<file path="config.mk">
export PLATFORM = sky130hd
export DESIGN_NAME = mem_ctrl
export DESIGN_NICKNAME = d
export VERILOG_FILES = /design/src/rtl/mem_ctrl.sv
export SDC_FILE = /design/constraint.sdc
export NUM_CORES = 1
export LEC_CHECK = 0
export ABC_AREA = 1
export CORE_AREA = 4 4 166 168
export DETAILED_ROUTE_END_ITERATION = 16
export DIE_AREA = 0 0 170 172
export GPL_ROUTABILITY_DRIVEN = 0
export PLACE_DENSITY = 0.86
export SLEW_MARGIN = 25
export SYNTH_ARGS = -nofsm -noshare
export SYNTH_HDL_FRONTEND = slang
export SYNTH_SLANG_ARGS = --single-unit
</file>
<file path="constraint.sdc">
create_clock -name clk -period 2.8 [get_ports clk]
set_input_delay 0.56 -clock clk [delete_from_list [all_inputs] [get_ports clk]]
set_output_delay 0.56 -clock clk [all_outputs]
set_load 0.05 [all_outputs]
</file>
<file path="src/rtl/mem_ctrl.sv">
// rtl/mem_ctrl.sv - byte-serial RAM sequencer for IF and MEM clients; optional IO write stall via MEM_CTRL_IO_STALL_EN
module mem_ctrl #(
   parameter int                ADDR_W  = 32,
   parameter logic [ADDR_W-1:0] IO_BASE = ADDR_W'(32'h00030000)
) (
   input  logic              clk,
   input  logic              rst,
   input  logic              rdy,
   input  logic              if_enable,
   input  logic [ADDR_W-1:0] if_addr,
   input  logic              mem_enable,
   input  logic              mem_wr,
   input  logic [ADDR_W-1:0] mem_addr,
   input  logic [1:0]        mem_len,
   input  logic [31:0]       mem_wdata,
   input  logic              io_buffer_full,
   input  logic [7:0]        ram_din,
   output logic [ADDR_W-1:0] ram_a,
   output logic [7:0]        ram_dout,
   output logic              ram_wr,
   output logic              if_finished,
   output logic [31:0]       inst_o,
   output logic              if_busy,
   output logic              mem_busy,
   output logic              mem_finished,
   output logic [31:0]       mem_rdata
);

   typedef enum logic [1:0] {IDLE = 2'd0, IF_RD = 2'd1, MEM_RD = 2'd2, MEM_WR = 2'd3} state_t;

   state_t            state_q, state_d;
   logic [ADDR_W-1:0] base_q, base_d;
   logic [2:0]        cnt_q, cnt_d;
   logic [2:0]        len_q, len_d;
   logic [31:0]       wdata_q, wdata_d;
   logic [31:0]       buf_q, buf_d;
   logic [ADDR_W-1:0] ram_a_q, ram_a_d;
   logic [7:0]        ram_dout_q, ram_dout_d;
   logic              ram_wr_q, ram_wr_d;
   logic              if_fin_q, if_fin_d;
   logic [31:0]       inst_q, inst_d;
   logic              mem_fin_q, mem_fin_d;
   logic [31:0]       rdata_q, rdata_d;

   logic [2:0]        mem_len_n;
   logic [ADDR_W-1:0] wr_base, wr_addr;
   logic [1:0]        wr_k;
   logic [31:0]       wr_data;
   logic [7:0]        wr_byte;
   logic              io_stall;
   logic [1:0]        rd_idx;
   logic [31:0]       rd_word;

   assign mem_len_n = (mem_len == 2'd0) ? 3'd1 : (mem_len == 2'd1) ? 3'd2 : 3'd4;
   assign rd_idx    = cnt_q[1:0] - 2'd1;

   // byte to issue next on a store: byte 0 comes straight from the request while idle
   always_comb begin
      if (state_q == IDLE) begin
         wr_base = mem_addr;
         wr_k    = 2'd0;
         wr_data = mem_wdata;
      end else begin
         wr_base = base_q;
         wr_k    = cnt_q[1:0];
         wr_data = wdata_q;
      end
      wr_addr = wr_base + ADDR_W'(wr_k);
      wr_byte = 8'(wr_data >> {wr_k, 3'b000});
   end

`ifdef MEM_CTRL_IO_STALL_EN
   assign io_stall = io_buffer_full && (wr_base >= IO_BASE);
`else
   logic unused_io;
   assign unused_io = io_buffer_full | (wr_base >= IO_BASE);
   assign io_stall  = 1'b0;
`endif

   // merge the byte arriving on ram_din into the partially assembled word
   always_comb begin
      rd_word = buf_q;
      rd_word[{rd_idx, 3'b000} +: 8] = ram_din;
   end

   // state register
   always_ff @(posedge clk or negedge rst) begin
      if (!rst) state_q <= IDLE;
      else      state_q <= state_d;
   end

   // next state: MEM wins arbitration, transactions run to their last byte
   always_comb begin
      state_d = state_q;
      if (rdy) begin
         case (state_q)
            IDLE: begin
               if (mem_enable)     state_d = mem_wr ? MEM_WR : MEM_RD;
               else if (if_enable) state_d = IF_RD;
            end
            IF_RD, MEM_RD, MEM_WR: begin
               if (cnt_q == len_q) state_d = IDLE;
            end
            default: state_d = IDLE;
         endcase
      end
   end

   // datapath and registered outputs; rdy low holds everything
   always_comb begin
      base_d     = base_q;
      cnt_d      = cnt_q;
      len_d      = len_q;
      wdata_d    = wdata_q;
      buf_d      = buf_q;
      ram_a_d    = ram_a_q;
      ram_dout_d = ram_dout_q;
      ram_wr_d   = ram_wr_q;
      if_fin_d   = if_fin_q;
      inst_d     = inst_q;
      mem_fin_d  = mem_fin_q;
      rdata_d    = rdata_q;
      if (rdy) begin
         if_fin_d  = 1'b0;
         mem_fin_d = 1'b0;
         case (state_q)
            IDLE: begin
               ram_wr_d = 1'b0;
               if (mem_enable) begin
                  base_d  = mem_addr;
                  len_d   = mem_len_n;
                  wdata_d = mem_wdata;
                  buf_d   = '0;
                  cnt_d   = 3'd1;
                  if (!mem_wr) begin
                     ram_a_d = mem_addr;
                  end else if (io_stall) begin
                     cnt_d = 3'd0;
                  end else begin
                     ram_a_d    = wr_addr;
                     ram_dout_d = wr_byte;
                     ram_wr_d   = 1'b1;
                  end
               end else if (if_enable) begin
                  base_d  = if_addr;
                  len_d   = 3'd4;
                  buf_d   = '0;
                  cnt_d   = 3'd1;
                  ram_a_d = if_addr;
               end
            end
            IF_RD, MEM_RD: begin
               buf_d = rd_word;
               if (cnt_q == len_q) begin
                  if (state_q == IF_RD) begin
                     if_fin_d = 1'b1;
                     inst_d   = rd_word;
                  end else begin
                     mem_fin_d = 1'b1;
                     rdata_d   = rd_word;
                  end
               end else begin
                  ram_a_d = base_q + ADDR_W'(cnt_q);
                  cnt_d   = cnt_q + 3'd1;
               end
            end
            MEM_WR: begin
               if (cnt_q == len_q) begin
                  ram_wr_d  = 1'b0;
                  mem_fin_d = 1'b1;
               end else if (io_stall) begin
                  ram_wr_d = 1'b0;
               end else begin
                  ram_a_d    = wr_addr;
                  ram_dout_d = wr_byte;
                  ram_wr_d   = 1'b1;
                  cnt_d      = cnt_q + 3'd1;
               end
            end
            default: ;
         endcase
      end
   end

   // datapath registers
   always_ff @(posedge clk or negedge rst) begin
      if (!rst) begin
         base_q     <= '0;
         cnt_q      <= '0;
         len_q      <= '0;
         wdata_q    <= '0;
         buf_q      <= '0;
         ram_a_q    <= '0;
         ram_dout_q <= '0;
         ram_wr_q   <= 1'b0;
         if_fin_q   <= 1'b0;
         inst_q     <= '0;
         mem_fin_q  <= 1'b0;
         rdata_q    <= '0;
      end else begin
         base_q     <= base_d;
         cnt_q      <= cnt_d;
         len_q      <= len_d;
         wdata_q    <= wdata_d;
         buf_q      <= buf_d;
         ram_a_q    <= ram_a_d;
         ram_dout_q <= ram_dout_d;
         ram_wr_q   <= ram_wr_d;
         if_fin_q   <= if_fin_d;
         inst_q     <= inst_d;
         mem_fin_q  <= mem_fin_d;
         rdata_q    <= rdata_d;
      end
   end

   assign ram_a        = ram_a_q;
   assign ram_dout     = ram_dout_q;
   assign ram_wr       = ram_wr_q;
   assign if_finished  = if_fin_q;
   assign inst_o       = inst_q;
   assign mem_finished = mem_fin_q;
   assign mem_rdata    = rdata_q;
   assign if_busy      = (state_q == IF_RD);
   assign mem_busy     = (state_q == MEM_RD) || (state_q == MEM_WR) || ((state_q == IDLE) && mem_enable);

endmodule

</file>
# Word level (Yosys, flattened, before mapping)
# Index checks and enable logic that the tools add are counted.
dict set report totals {
  out_inout_bits 109
  in_bits 113
  wordCells 96
  regBits 211
}
dict set report op_classes {
  shift 3
  addsub 5
  reduce_logical 20
  bitwise 1
  n_eq_ne 12
  mux 42
}
# cell n
set ops {}
lappend ops {{32-bit two-way mux} 10}
lappend ops {{32-bit case mux with 3 select lines} 1}
lappend ops {{32-bit case mux with 2 select lines} 1}
lappend ops {{32-bit by 2-bit adder with 32-bit output} 1}
lappend ops {{32-bit by 3-bit adder with 32-bit output} 1}
lappend ops {{32-bit bitwise mux} 1}
lappend ops {{8-bit by 7-bit variable shift with 32-bit output (first input constant)} 1}
lappend ops {{8-bit by 7-bit indexed part select with 32-bit output} 1}
lappend ops {{32-bit by 5-bit right shift with 8-bit output} 1}
lappend ops {{8-bit two-way mux} 3}
lappend ops {{3-bit two-way mux} 7}
lappend ops {{8-bit case mux with 2 select lines} 1}
lappend ops {{3-bit AND reduction} 5}
lappend ops {{4-bit AND reduction} 3}
lappend ops {{1-bit two-way mux} 10}
lappend ops {{2-bit inequality test (second input constant)} 5}
lappend ops {{2-bit two-way mux} 4}
lappend ops {{5-bit negation with 7-bit output} 1}
lappend ops {{3-bit case mux with 2 select lines} 1}
lappend ops {{2-bit nonzero test} 3}
lappend ops {{5-bit AND reduction} 1}
lappend ops {{2-bit by 1-bit equality test with 1-bit output (second input constant)} 2}
lappend ops {{2-bit equality test (second input constant)} 2}
lappend ops {{2-bit zero test} 2}
lappend ops {{other kinds (13)} 15}

# Longest topological paths before layout
# Gate-level depths: netlist of run 1.
dict set report depth {
  word_depth 6
  ltp_mapped 21
  ltp_nobuf 19
}

# Worst setup path before layout of run 1
# No wires, ideal clock.
dict set report synth_timing {
  path_kind {in2out}
  from {in mem_enable}
  to {out mem_busy}
  path_buffers 3
  required_time_ns 2.240
  stages 5
  t_arrival_ns 2.247
  setup_slack_ns -0.007
  path_cell_list {buf_2 inv_1 clkbuf_1 clkbuf_1 o21ai_0}
}
dict set report synth_via {
  elab_chain_cells 2
}
# item line
set synth_rtl {}
lappend synth_rtl {{start: declaration} 11} ;# input logic mem_enable,
lappend synth_rtl {{1-bit logical AND} 224} ;# assign mem_busy = (state_q == MEM_RD) || (state_q == MEM_WR) || ((state_q == IDLE) && mem_enable);
lappend synth_rtl {{1-bit logical OR} 224}
lappend synth_rtl {{end: declaration} 24} ;# output logic mem_busy,
# No other way between the ends.

# Final worst setup path of run 1
dict set report layout_timing {
  from {reg cnt_q[0]}
  to {reg ram_a_q[18], in the netlist ram_a[18]}
}
dict set report layout_via {
  elab_chain_cells 5
  elab_cells_between_ends 12
  cone_classes {add/sub: 2; eq/ne: 3; mux: 6; reduce/logical: 1}
}
# item line
set layout_rtl {}
lappend layout_rtl {{start: declaration} 33} ;# logic [2:0] cnt_q, cnt_d;
lappend layout_rtl {{start signal: assignment} 202} ;# cnt_q <= cnt_d;
lappend layout_rtl {{2-bit two-way mux} 59} ;# if (state_q == IDLE) begin
lappend layout_rtl {{32-bit by 2-bit adder with 32-bit output} 68} ;# wr_addr = wr_base + ADDR_W'(wr_k);
lappend layout_rtl {{32-bit two-way mux} 135} ;# if (!mem_wr) begin
lappend layout_rtl {{32-bit two-way mux} 129} ;# if (mem_enable) begin
lappend layout_rtl {{32-bit case mux with 3 select lines} 126} ;# case (state_q)
lappend layout_rtl {{end signal: assignment} 206} ;# ram_a_q <= ram_a_d;
lappend layout_rtl {{end: declaration} 37} ;# logic [ADDR_W-1:0] ram_a_q, ram_a_d;
# Parallel ways exist; a longest one is shown, timed or not. The select of a mux whose other input is x is not followed.
# A chain may end at the register's enable or synchronous reset.

==> results.ini, run 1 <==
[status]
status = finished, final reports clean

[logic_synthesis]
ys_ff_latch = 211
synthesis.area_sq_um = 12600
yosys_warnings = 0
synth.top_cell.area_share_pct = 42.0
ys_top_cells_by_count = nand2_1 (717), dfrtp_1 (211), o21ai_0 (144)
synth-edff-count = 0
async_flop_share_pct = 100
yosysTopAreaCell = dfrtp_1
synth_cell_types = 48
ys_top_cells_by_area = dfrtp_1 (42%), nand2_1 (21%), o21ai_0 (5.7%), nand3_1 (5.0%), inv_1 (3.9%)
synth.avg_cell_area_sq_um = 6.95
seq_area_frac_synth_pct = 42.0
synth_most_common_cell = nand2_1
syn_nets = 1938
ys.flop_type = dfrtp_1
syn-instance-count = 1808

[power]
p_clk_share_pct = 16.1
switching_share_pct = 50.9
p_switching_mw = 10.4
power_frac_seq_pct = 26.0
p_leak_nw = 7.44
ir_drop_mv = 0.811
combPwrFrac_pct = 57.9
power_mw = 20.4
cellPowerDensity_nw_per_um2 = 1260
internal_power_mw = 10.0

[die]
pin_count = 222
die-height_um = 172
row_count = 59
die_w_um = 170
start_util_pct = 48.5
die-area_sq_um = 29200
coreArea_sq_um = 25900

[critical_path]
crit_required_ns = 3.27
arrival_ns = 3.10
worst_path_max_delay_cell = dfrtp_1
cp_num_buf_inv = 1
cp_common_cell = nand2_1
cp-start-kind = flop
critPathTopFamily = simple AND/OR/NAND/NOR gates
cp_max_fo = 6
cp_slowest_stage_delay_ns = 0.44
critPathKind = reg2reg
crit_chain = ha_1 -> fa_1 -> nand2_1 -> nand2_1 -> nand2_1 -> nor2_2 -> nand2_1 -> nor2_1 -> inv_1 -> o21ai_0 -> nand3_1 -> nand3_1 -> nand2_1 -> nand2_1
cp-end-kind = flop

[timing]
tightest_slew_ns = 0.921
slew_violations = 0
final.min_clock_period_ns = 2.63
fin_worst_skew_ns = 0.00985
slew_headroom_pct = 38.5
setup_viol = 0
rsz0062_at_grt = no
min_period_over_period_pct = 93.8
hold_viol_final = 0
max_freq_mhz = 381

[cells_and_area]
nets = 2149
drive_gt1_share_pct = 8.10
areaGrowthSynthToFinish_pct = 29.0
fin_util_pct = 62.6
fin_area_sq_um = 16200

[grt]
grt_start_max_net_pins = 66
grt_overflow = 0
track_usage_pct = 28.5
antenna_found_initial = 2
grt_first_pass_wirelength_um = 67900
grt_pass1_vias = 13466

[clock_network]
cts_tree = done
cts-buffers-inserted = 24
postCtsHoldBufs = 0
clk_pin_slew_ns = 0.06
clockBufferDepth = 3
clock_sinks = 211
cts-root-buf = clkbuf_16
clk_latency_ns = 0.54
h-tree-depth = 1

[route]
drt_first_pass_iters = 7
vias = 13774
viasPerCell = 5.81
wire_per_inst_um = 18.3
drtIter0Drc = 1793
wl_um = 43400
drc_errors = 0
ant_nets = 0

[placement]
placed_area_sq_um = 15300
dp_hpwl_um = 30700
io_buffers = 220

[run]
max_cap_violations = 0

[hold_path]
hold_path_class = in2async

## what timing repair did
item	in CTS	in global routing
pin swaps	0	4
resized for setup	2	12
setup endpoints to repair	2	26
buffers inserted	0	2
cloned	0	1
## path summary, 6_finish.rpt
check / slack [ns] / start / to / depth (start not counted)
min in group clk: 0.47 / wdata_q[8] / wdata_q[8] / 2
max reg2reg: 0.17 / cnt_q[0] / ram_a[18] / 14
max: 0.17 / cnt_q[0] / ram_a[18] / 14
min reg2reg: 0.47 / wdata_q[8] / wdata_q[8] / 2
max in group asynchronous: 2.05 / rst / wdata_q[5] / 2
min: 0.003 / rst / ram_a[29] / 1
## per-layer routing
layer  up-vias  GRT usage, %  share of wire (%)
met2       946          47.1                 46
met5         -             0              0.030
li1       6275             -                  -
met3       207          5.92                 11
met4         2          14.9                6.4
met1      6344          35.4                 36
## kinds of logic (layout without fill, tap and decap cells)
logic type	Yosys count	after routing	share of synthesized area, %
flip-flops	211	211	42.0
buffers and inverters	226	454	7.15
XOR/XNOR	18	18	1.37
adder cells (fa/ha/maj)	17	17	1.81
other	0	1	0
AO/OA/AOI/OAI	290	290	13.3
multiplexers	1	1	0.0896
AND/OR/NAND/NOR	1045	1045	34.2
## cell type report
type                            count  area (sq um)
Fill cell                        2124          9700
Multi-Input combinational cell   1371          6460
Sequential cell                   211          5280
Timing Repair Buffer              271          2690
Clock buffer                       29           639
Inverter                          140           526
Tap cell                          335           419
Clock inverter                     14           189
Antenna cell                        1          2.50
## sequential cells by signal, summed over array words and instances (netlist names)
| signal | count |
|---|---|
| ram_dout | 8 |
| inst_o | 32 |
| ram_a | 32 |
| base_q | 32 |
| state_q | 2 |
| len_q | 3 |
| ram_wr | 1 |
| cnt_q | 3 |
| buf_q | 32 |
| mem_rdata | 32 |
| wdata_q | 32 |
| mem_finished | 1 |
| if_finished | 1 |
## power groups by stage
stage | Clock [mW] | Sequential, mW | Combinational, mW
2_1_floorplan | 0 | 7.25 | 5.65
3_3_place_gp | 0 | 5.23 | 11.0
3_5_place_dp | 0 | 5.28 | 11.4
4_1_cts | 3.33 | 5.27 | 11.5
5_1_grt | 3.44 | 5.45 | 12.7
6_report | 3.29 | 5.31 | 11.8
## layout by cell type (no fill, tap or decap), drive strengths merged, types with 2 or more instances in the layout
cell type and n:
clkinv 8, nor3 16, clkinvlp 3, o21bai 3, fa 2, inv 140
clkdlybuf4s50 217, buf 51, a211oi 2, nand2 737, nand3 126, a21oi 38
o2111ai 5, ha 15, nand4 8, o31ai 2, a41oi 8, o22ai 48
nor2 148, dfrtp 211, a31oi 15, xnor2 8, clkbuf 31, o211ai 19
nand3b 5, o21ai 147, bufinv 3, or2 3, xor2 10
## through the flow
| stage | TNS (ns) | hold WS, ns | std cells | worst slack [ns] |
|---|---|---|---|---|
| floorplan | 0 | 0.264 | 1808 | 0.0911 |
| global route | 0 | 0.0305 | 2372 | 0.00321 |
| CTS | 0 | 0.00410 | 2368 | 0.0153 |
| detailed placement | -0.0330 | 0.459 | 2325 | -0.0330 |
| finish | 0 | 0.00296 | 2372 | 0.175 |
| global placement | 0 | 0.454 | 2325 | 0.0396 |
No activity file was read; power rests on OpenSTA's default activity.
==> run 2: changes to the inputs <==
CORE_AREA = 4 4 164 166   (was 4 4 166 168)
CTS_BUF_LIST = sky130_fd_sc_hd__clkbuf_8   (was default)
DIE_AREA = 0 0 168 170   (was 0 0 170 172)
PLACE_DENSITY = 0.88   (was 0.86)
==> run 2 against run 1 <==
Effect of this change: the run now ends with negative hold slack left; critical path type unchanged; global-route usage rose by 1.4 points; non-clock buffer count fell by 15; critical path depth did not move; clock-buffer cell count rose by 17; first-iteration DRC count rose by 8.6%; cell area fell by 1.3%; combinational power barely moved.
==> results.ini, run 2 (synthesis results as in run 1) <==
[die]
die_w_um = 168  ; was 170 um
start_util_pct = 49.1  ; was 48.5%
die-area_sq_um = 28600  ; was 29200 sq um
die-height_um = 170  ; was 172 um
coreArea_sq_um = 25600  ; was 25900 sq um
row_count = 59  ; unchanged
pin_count = 222  ; unchanged

[timing]
tightest_slew_ns = 0.940  ; was 0.921 ns
hold_ws_ns = -0.0154  ; was 0.00296 ns
final.min_clock_period_ns = 2.60  ; was 2.63 ns
setup_viol = 0  ; unchanged
hold_viol_final = 1  ; was 0
slew_headroom_pct = 37.3  ; was 38.5%
rsz0062_at_grt = no  ; unchanged
max_freq_mhz = 385  ; was 381 MHz
fin_worst_skew_ns = 0.0347  ; was 0.00985 ns
slew_violations = 0  ; unchanged
setup_ws_ns = 0.205  ; was 0.175 ns
min_period_over_period_pct = 92.7  ; was 93.8%

[clock_network]
cts_tree = done  ; unchanged
clk_latency_ns = 0.56  ; was 0.54 ns
h-tree-depth = 2  ; was 1
clockBufferDepth = 3  ; unchanged
clock_sinks = 211  ; unchanged
cts-buffers-inserted = 37  ; was 24
cts-root-buf = clkbuf_8  ; was clkbuf_16
postCtsHoldBufs = 0  ; unchanged
clk_pin_slew_ns = 0.06  ; about the same

[power]
ir_drop_mv = 0.846  ; was 0.811 mV
cellPowerDensity_nw_per_um2 = 1250  ; was 1260 nW/um^2
power_mw = 20.0  ; was 20.4 mW
p_leak_nw = 7.39  ; was 7.44 nW

[critical_path]
critPathKind = reg2reg  ; unchanged
reg2reg_from = state_q[1]  ; was cnt_q[0]
r2r-end = ram_a[17]  ; was ram_a[18]
cp_max_fo = 23  ; was 6
r2r_slack_ns = 0.20  ; was 0.17 ns
cp-end-kind = flop  ; unchanged
crit_required_ns = 3.23  ; was 3.27 ns
cp-start-kind = flop  ; unchanged
arrival_ns = 3.02  ; was 3.10 ns
rr_worst_depth = 14  ; unchanged

[grt]
track_usage_pct = 29.8  ; was 28.5%
grt_pass1_vias = 13317  ; was 13466
antenna_found_initial = 2  ; unchanged
grt_start_max_net_pins = 68  ; was 66
grt_overflow = 0  ; unchanged
grt_first_pass_wirelength_um = 69000  ; was 67900 um

[hold_path]
hold_path_class = in2async  ; unchanged

[route]
vias = 13660  ; was 13774
viasPerCell = 5.75  ; was 5.81
drc_errors = 0  ; unchanged
wire_per_inst_um = 18.2  ; was 18.3 um
wl_um = 43300  ; was 43400 um
drtIter0Drc = 1947  ; was 1793
ant_nets = 0  ; unchanged
drt_first_pass_iters = 7  ; unchanged

[cells_and_area]
drive_gt1_share_pct = 8.08  ; was 8.10%
fillerInstances = 2116  ; was 2124
fin_util_pct = 62.5  ; was 62.6%
layout_commonest_cell = nand2_1  ; unchanged
diodes = 0  ; was 1
nets = 2147  ; was 2149
areaGrowthSynthToFinish_pct = 27.3  ; was 29.0%
mostFrequentLayoutCells = nand2_1 (716), clkdlybuf4s50_1 (217), dfrtp_1 (211)  ; unchanged

[run]
max_cap_violations = 0  ; unchanged

[placement]
dp_hpwl_um = 31000  ; was 30700 um
io_buffers = 220  ; unchanged
pre_cts_ws_ns = -0.0680  ; was -0.0330 ns

[status]
violations = negative hold slack
status = complete, but fails checks  ; was finished, final reports clean

run 2: cell count changes in the layout (fill, tap and decap cells not counted), moves of 6 or more:
cell	before	now
buf_4	44	28
clkbuf_16	25	0
clkbuf_8	3	47
inv_1	129	135
run 2: power breakdown:
group / internal [mW] / switching [mW] / leakage, nW / total (mW)
clock: 1.59 / 1.36 / 0.422 / 2.96
sequential: 4.36 / 0.938 / 2.73 / 5.30
combinational: 3.65 / 8.11 / 4.24 / 11.8
total: 9.60 / 10.4 / 7.39 / 20.0
run 2: how the worst max path moves through the flow:
stage,to,slack [ns],startpoint
5_1_grt,ram_a[12],0.005,state_q[1]
3_3_place_gp,ram_a[14],-0.02,mem_addr[0]
6_report,ram_a[17],0.20,state_q[1]
4_1_cts,ram_a[14],0.006,state_q[1]
2_1_floorplan,ram_a[14],0.09,state_q[0]
3_5_place_dp,ram_a[14],-0.07,mem_addr[0]
run 2: per-layer routing:
metal | GRT usage [%] | wire, um
met1 | 37.5 | 15800
met2 | 47.2 | 19400
met3 | 7.50 | 5020
met4 | 17.0 | 3040
met5 | 0 | 28
run 2: through the flow:
step	std cells	hold WS, ns	cell area, sq um	TNS [ns]
floorplan	1808	0.264	12600	0
global placement	2312	0.454	15200	-0.0190
detailed placement	2312	0.459	15200	-0.143
CTS	2375	0.0307	16000	0
global route	2376	0.0406	16000	0
finish	2376	-0.0154	16000	0
run 2: what timing repair did:
action | in CTS | in global routing
setup buffers | 0 | 1
setup endpoints to repair | 0 | 26
resized for setup | 0 | 12
endpoints found under the hold margin | 0 | 0
run 2: final cells by class:
class	count	area, sq um	area share [%]
multi-input cells	1371	6440	40.2
flip-flops and latches	211	5280	33.0
repair buffers	256	2580	16.1
clock buffers	46	633	3.96
inverters	140	526	3.28
well taps	335	419	2.62
clock inverters	17	124	0.774
run 2: worst max-delay path: stages (launching register included):
cell and delay (ns):
dfrtp_1 0.41, inv_2 0.11, ha_4 0.18, buf_4 0.37, nand2_1 0.10, nand2_1 0.16
nand2_1 0.13, nor2_4 0.21, nand3_2 0.14, nor2_2 0.15, nand2_1 0.11, nand3_1 0.12
nand3_1 0.08, nand2_1 0.13, nand2_1 0.06
